## src/rtl/stopwatch_core.sv

```systemverilog
// Stopwatch/timer core: synchronised buttons, tick divider, min:sec.tenth BCD counter
// with count-up/count-down modes and lap freeze of the displayed value.
module stopwatch_core #(
   parameter int unsigned CLK_HZ  = 50_000_000,
   parameter int unsigned TICK_HZ = 10,
   parameter int unsigned MIN_MAX = 9
) (
   input  logic       i_clk,
   input  logic       i_rst_n,
   input  logic       i_str,
   input  logic       i_stp,
   input  logic       i_lap,
   input  logic       i_clr,
   input  logic       i_mode,
   input  logic [3:0] i_preset_min,
   input  logic [2:0] i_preset_tsec,
   input  logic [3:0] i_preset_sec,
   output logic [3:0] o_one_min,
   output logic [3:0] o_ten_sec,
   output logic [3:0] o_one_sec,
   output logic [3:0] o_one_tenth,
   output logic       o_running,
   output logic       o_frozen,
   output logic       o_done,
   output logic       o_wrap
);

   localparam int unsigned DIV   = CLK_HZ / TICK_HZ;
   localparam int unsigned DIV_W = (DIV > 2) ? $clog2(DIV) : 1;
   localparam logic [DIV_W-1:0] DIV_LOAD = DIV_W'(DIV - 1);
   localparam logic [3:0] MIN_TOP = 4'(MIN_MAX);

   typedef enum logic [1:0] {StIdle, StRun, StPause, StDone} state_e;

   typedef struct packed {
      logic [3:0] min;
      logic [3:0] tsec;
      logic [3:0] sec;
      logic [3:0] tenth;
   } bcd_t;

   // Button vector order: {clr, stp, str, lap}, highest priority first.
   logic [3:0] r_sync1, r_sync2, r_prev;
   logic [3:0] w_btn, w_edge;
   logic       w_clr_e, w_stp_e, w_str_e, w_lap_e;

   state_e     r_state, w_state_d;
   bcd_t       r_live, w_live_d, r_lap, w_lap_d, w_up, w_dn, w_preset, w_disp;
   logic [DIV_W-1:0] r_div, w_div_d;
   logic       r_frozen, w_frozen_d;
   logic       r_mode_q, w_mode_d;
   logic       r_running, r_done, r_wrap, w_wrap_d;
   logic       w_tick, w_at_max, w_live_zero, w_hit_zero;

   assign w_btn   = {i_clr, i_stp, i_str, i_lap};
   assign w_edge  = r_sync2 & ~r_prev;
   assign w_clr_e = w_edge[3];
   assign w_stp_e = w_edge[2] & ~w_edge[3];
   assign w_str_e = w_edge[1] & ~(|w_edge[3:2]);
   assign w_lap_e = w_edge[0] & ~(|w_edge[3:1]);

   assign w_tick      = (r_state == StRun) && (r_div == '0);
   assign w_live_zero = (r_live == '0);
   assign w_at_max    = (r_live == bcd_t'({MIN_TOP, 4'd5, 4'd9, 4'd9}));
   assign w_hit_zero  = w_tick && r_mode_q && (w_dn == '0);

   always_comb begin
      w_preset.min   = (i_preset_min > MIN_TOP) ? MIN_TOP : i_preset_min;
      w_preset.tsec  = (i_preset_tsec > 3'd5) ? 4'd5 : {1'b0, i_preset_tsec};
      w_preset.sec   = (i_preset_sec > 4'd9) ? 4'd9 : i_preset_sec;
      w_preset.tenth = '0;
   end

   always_comb begin
      w_up = r_live;
      if (r_live.tenth != 4'd9) begin
         w_up.tenth = r_live.tenth + 4'd1;
      end else begin
         w_up.tenth = '0;
         if (r_live.sec != 4'd9) begin
            w_up.sec = r_live.sec + 4'd1;
         end else begin
            w_up.sec = '0;
            if (r_live.tsec != 4'd5) begin
               w_up.tsec = r_live.tsec + 4'd1;
            end else begin
               w_up.tsec = '0;
               w_up.min  = (r_live.min == MIN_TOP) ? 4'd0 : r_live.min + 4'd1;
            end
         end
      end
   end

   always_comb begin
      w_dn = r_live;
      if (r_live.tenth != 4'd0) begin
         w_dn.tenth = r_live.tenth - 4'd1;
      end else begin
         w_dn.tenth = 4'd9;
         if (r_live.sec != 4'd0) begin
            w_dn.sec = r_live.sec - 4'd1;
         end else begin
            w_dn.sec = 4'd9;
            if (r_live.tsec != 4'd0) begin
               w_dn.tsec = r_live.tsec - 4'd1;
            end else begin
               w_dn.tsec = 4'd5;
               w_dn.min  = (r_live.min == 4'd0) ? MIN_TOP : r_live.min - 4'd1;
            end
         end
      end
   end

   always_comb begin
      w_state_d  = r_state;
      w_live_d   = r_live;
      w_lap_d    = r_lap;
      w_frozen_d = r_frozen;
      w_mode_d   = r_mode_q;
      w_div_d    = r_div;
      w_wrap_d   = 1'b0;

      if (r_state == StRun) begin
         w_div_d = w_tick ? DIV_LOAD : r_div - DIV_W'(1);
      end
      if (w_tick) begin
         if (r_mode_q) begin
            w_live_d = w_dn;
         end else begin
            w_live_d = w_up;
            w_wrap_d = w_at_max;
         end
      end

      case (r_state)
         StIdle: begin
            if (w_str_e) begin
               w_mode_d = i_mode;
               if (i_mode && w_live_zero) begin
                  w_state_d = StDone;
               end else begin
                  w_state_d = StRun;
                  w_div_d   = DIV_LOAD;
               end
            end
         end
         StRun: begin
            // Reaching zero outranks a coincident stop.
            if (w_hit_zero) begin
               w_state_d = StDone;
            end else if (w_stp_e) begin
               w_state_d = StPause;
            end
            if (w_lap_e) begin
               if (!r_frozen) begin
                  w_lap_d    = r_live;
                  w_frozen_d = 1'b1;
               end else begin
                  w_frozen_d = 1'b0;
               end
            end
         end
         StPause: begin
            if (w_str_e) begin
               w_state_d = StRun;
            end else if (w_lap_e) begin
               w_frozen_d = 1'b0;
            end
         end
         default: ;
      endcase

      if (w_clr_e) begin
         w_state_d  = StIdle;
         w_frozen_d = 1'b0;
         w_wrap_d   = 1'b0;
         w_live_d   = i_mode ? w_preset : '0;
      end
   end

   always_ff @(posedge i_clk or negedge i_rst_n) begin
      if (!i_rst_n) begin
         r_sync1   <= '0;
         r_sync2   <= '0;
         r_prev    <= '0;
         r_state   <= StIdle;
         r_live    <= '0;
         r_lap     <= '0;
         r_div     <= DIV_LOAD;
         r_frozen  <= 1'b0;
         r_mode_q  <= 1'b0;
         r_running <= 1'b0;
         r_done    <= 1'b0;
         r_wrap    <= 1'b0;
      end else begin
         r_sync1   <= w_btn;
         r_sync2   <= r_sync1;
         r_prev    <= r_sync2;
         r_state   <= w_state_d;
         r_live    <= w_live_d;
         r_lap     <= w_lap_d;
         r_div     <= w_div_d;
         r_frozen  <= w_frozen_d;
         r_mode_q  <= w_mode_d;
         r_running <= (w_state_d == StRun);
         r_done    <= (w_state_d == StDone);
         r_wrap    <= w_wrap_d;
      end
   end

   assign w_disp      = r_frozen ? r_lap : r_live;
   assign o_one_min   = w_disp.min;
   assign o_ten_sec   = w_disp.tsec;
   assign o_one_sec   = w_disp.sec;
   assign o_one_tenth = w_disp.tenth;
   assign o_running   = r_running;
   assign o_frozen    = r_frozen;
   assign o_done      = r_done;
   assign o_wrap      = r_wrap;

endmodule

```

## config.mk

```make
export PLATFORM = sky130hd
export DESIGN_NAME = stopwatch_core
export DESIGN_NICKNAME = d
export VERILOG_FILES = /design/src/rtl/stopwatch_core.sv
export SDC_FILE = /design/constraint.sdc
export NUM_CORES = 1
export LEC_CHECK = 0
export CAP_MARGIN = 40
export CELL_PAD_IN_SITES_DETAIL_PLACEMENT = 0
export CELL_PAD_IN_SITES_GLOBAL_PLACEMENT = 2
export CORE_MARGIN = 3
export CORE_UTILIZATION = 40
export DETAILED_ROUTE_END_ITERATION = 8
export DONT_BUFFER_PORTS = 1
export MAX_ROUTING_LAYER = met4
export PLACE_DENSITY = 0.75
export SLEW_MARGIN = 20
export SYNTH_ARGS = -nofsm -noshare
export SYNTH_HDL_FRONTEND = slang
export SYNTH_SLANG_ARGS = --single-unit
```

## constraint.sdc

```tcl
create_clock -name i_clk -period 3.12 [get_ports i_clk]
set_input_delay 0.468 -clock i_clk [delete_from_list [all_inputs] [get_ports i_clk]]
set_output_delay 0.468 -clock i_clk [all_outputs]
set_load 0.02 [all_outputs]
```

==> impl_results.md <==
- Initial antenna violation count: 0
- Adder-Cell Fraction of Synth Area: 1.48%
- Critical Path Fanout Max: 5
- Met2 routed WL: 4450 microns
- DR iter-0 viols: 158
- Largest family of logic cells by synthesized area: simple AND/OR/NAND/NOR gates
- Largest net degree at the start of global routing: 75
- Internal power: 0.00206 W
- Critical path data required time: 3.41 ns
- Routed Antenna Nets: 0
- Initial Util: 42.2%
- Synth Warn #: 0
- Main area contributors after synthesis: dfrtp_1 (36%), dfstp_2 (8.1%), mux2_2 (7.7%), nor2_1 (4.4%), nand2_1 (4.3%)
- RSZ-0062 raised after global routing: false
- Final worst setup slack: 0.260 ns
- First-pass GRT wire length: 17200 microns
- Relative slew slack: 46.8%
- Hold Vio Cnt, Final: 0
- Critical path type: flip-flop to flip-flop
- Residual DRC: 0
- Clock slew at reported path FFs: 0.08 ns
- Dpl ws: 0.269 ns
- Asr flop ratio synth: 100%
- Cell area after synthesis: 4220 sq um
- Nature of the critical path endpoint: flip-flop
- Setup TNS: 0 ns
- Post-Synth XOR/XNOR Area: 4.77%
- H-tree depth: 3
- Chip Width: 109 microns
- Startpoint Class: flip-flop
- Min Tclk post-route: 2.86 ns
- Synth Flop Type: dfrtp_1
- Syn Nets: 479
- Comb pwr share: 35.0%
- Die height: 109 microns
- Psw: 0.00124 W
- Final setup viols: 0
- Register bit count reported by yosys: 74
- Pwr Density: 701 nW/um^2
- Max layer used: met4
- Clk root buf: clkbuf_8
- Clock latency on the worst-skew pair: 0.36 ns
- Max-slew violations: 0
- Drt wl/cell: 17.4 microns
- Share of post-route cells with drive strength above 1: 19.7%
- Met3 wire length: 758 microns
- WL met1: 5100 microns
- Clock power frac: 26.0%
- Die area: 11800 sq um
- Compound-Gate Fraction of Synth Area: 14.0%
- Simple-Gate Fraction of Synth Area: 23.1%
- Vias in the first global route: 3190
- I/O pin count: 38
- # Post-CTS Setup Buffers: 0
- Via Count: 3315
- Clock sinks: 74
- TritonCTS clock tree: built
- Synthesized area per cell: 9.26 sq um
- Skew final: 0.0135 ns
- DR pass1 iterations: 5
- # port buffers: 0
- Leakage power: 1.92 nW
- Nets: 485
- Overall Global Routing Usage: 19.5%
- Post-synthesis mux area share: 8.92%
- Global route total overflow: 0
- HP Class: input port to flip-flop
- Period utilization: 91.7%
- Share of the synthesized area in the top cell type: 36.1%
- Row cnt: 36
- Status: finished, final reports clean
- Clock buffer depth: 2
- F_max: 0.350 GHz
- Worst Tran Pin Value: 0.790 ns
- Post-synth cell types: 63
- Post_cts resized: 0
- FILL cells: 972
- Placeable core area: 10000 sq um
- CTS Buf Count: 9
- Final HPWL DP: 7450 microns
- Final RePlAce weighted congestion: 0.875
- Drt via density: 5.53
- Seq pwr share: 39.0%
- Area delta synth->final: 11.4%
- WL final: 10400 microns
- Post-CTS Hold Buffers: 2
- Largest area contributor in the netlist: dfrtp_1
- CP arrival: 3.15 ns
- Peak VDD IR: 0.000463 V
- Max Cap Viol: 0
- Sw Ratio: 37.6%
- Syn Inst Count: 456
- Seq/Total Area, Yosys: 44.2%
- Number of synthesized flops with an enable pin: 0
- Antenna Cells: 0
power groups by stage:
stage                     registers, W  clock network, W  logic, W
after floorplan                0.00122                 0  0.000914
after global placement         0.00134                 0   0.00107
after detailed placement       0.00130                 0   0.00112
after CTS                      0.00128          0.000888   0.00116
after global routing           0.00131          0.000928   0.00128
final                          0.00129          0.000858   0.00116
stage by stage:
step,hold slack (ns),area (sq um),power [W],utilization [%],cells
5_1_grt,0.105,4710,0.00352,47.1,600
3_3_place_gp,0.175,4430,0.00241,44.3,581
2_1_floorplan,0.172,4220,0.00213,-,456
4_1_cts,0.115,4710,0.00333,47.1,600
3_5_place_dp,0.176,4440,0.00243,44.4,582
6_report,0.140,4710,0.00330,47.1,600
registers in the layout, summed over array words and instances (netlist names):
| name | flops |
|---|---|
| o_done | 1 |
| o_running | 1 |
| r_live | 16 |
| o_frozen | 1 |
| r_prev | 4 |
| r_state | 2 |
| r_mode_q | 1 |
| r_sync1 | 4 |
| r_div | 23 |
| r_lap | 16 |
| r_sync2 | 4 |
| o_wrap | 1 |
synthesized netlist by cell type, types with 3 or more instances:
cell      number
a22o_1         4
mux2i_1        5
nor3_1        13
and2_1         3
xor2_1         7
nor2_1        49
nand2b_1       9
nand3_1       12
inv_1         10
a21oi_1       21
o21ai_0       33
mux2_2        29
ha_1           5
nand4_1        5
dfrtp_1       61
a211oi_1       3
nor4_1        11
nor3b_1        4
a31oi_1        3
nand2_1       48
clkbuf_1      25
o211ai_1       3
xnor2_1       16
or3_1          6
nor2b_1        9
nand3b_1       3
dfstp_2       13
placed cells by master (no fill, tap or decap), types with 4 or more instances in the layout:
cell,instances
mux2_2,29
a22o_1,4
ha_1,5
nand2b_1,9
nor3b_1,4
clkbuf_8,10
dfstp_2,13
nand4_1,5
mux2i_1,5
xor2_1,7
inv_1,10
nor2_1,49
nor3_1,13
nand3_1,12
nor4_1,11
nor2b_1,9
xnor2_1,16
o21ai_0,33
nand2_1,48
a21oi_1,21
or3_1,6
buf_4,20
dfrtp_1,61
per-layer routing:
layer / GRT usage [%] / vias to the layer above
met5: - / -
met4: 5.50 / 0
met3: 4.44 / 9
met2: 26.8 / 101
met1: 28.8 / 1580
li1: - / 1625
kinds of logic (layout without fill, tap and decap cells):
group | Yosys count | in the layout
AOI/OAI and AO/OA | 92 | 92
muxes | 34 | 34
adders and majority gates | 5 | 5
buffers and inverters | 38 | 49
DFF | 74 | 74
and+or+nand+nor | 190 | 190
xor gates and xnor gates | 23 | 23
worst max-delay path, cell delays in order (launching register included):
cell	delay [ns]
dfrtp_1	0.43
inv_1	0.16
ha_1	0.18
or3b_2	0.50
a21o_1	0.20
a211o_1	0.23
or4b_2	0.64
nor4_1	0.28
a311o_1	0.18
final cells by class:
| cell class | instances | area (sq um) | area share [%] |
|---|---|---|---|
| clock inverters | 5 | 85.1 | 1.81 |
| inverters | 10 | 37.5 | 0.798 |
| multi-input cells | 344 | 2200 | 46.8 |
| repair buffers | 23 | 203 | 4.31 |
| well taps | 133 | 166 | 3.54 |
| clock buffers | 11 | 141 | 3.00 |
| flip-flops and latches | 74 | 1870 | 39.7 |
worst paths after layout:
check / depth (start not counted) / slack (ns) / start / end
setup / recovery: 8 / 0.26 / r_live[1] / o_done
hold / removal: 0 / 0.14 / i_lap / r_sync1[0]
setup reg to reg: 8 / 0.26 / r_live[1] / o_done
hold reg to reg: 0 / 0.35 / r_sync1[2] / r_sync2[2]
max in group asynchronous: 2 / 2.13 / i_rst_n / r_div[22]
min in group asynchronous: 2 / 0.65 / i_rst_n / r_live[8]
Note: power is estimated with default switching activity, not from simulation.
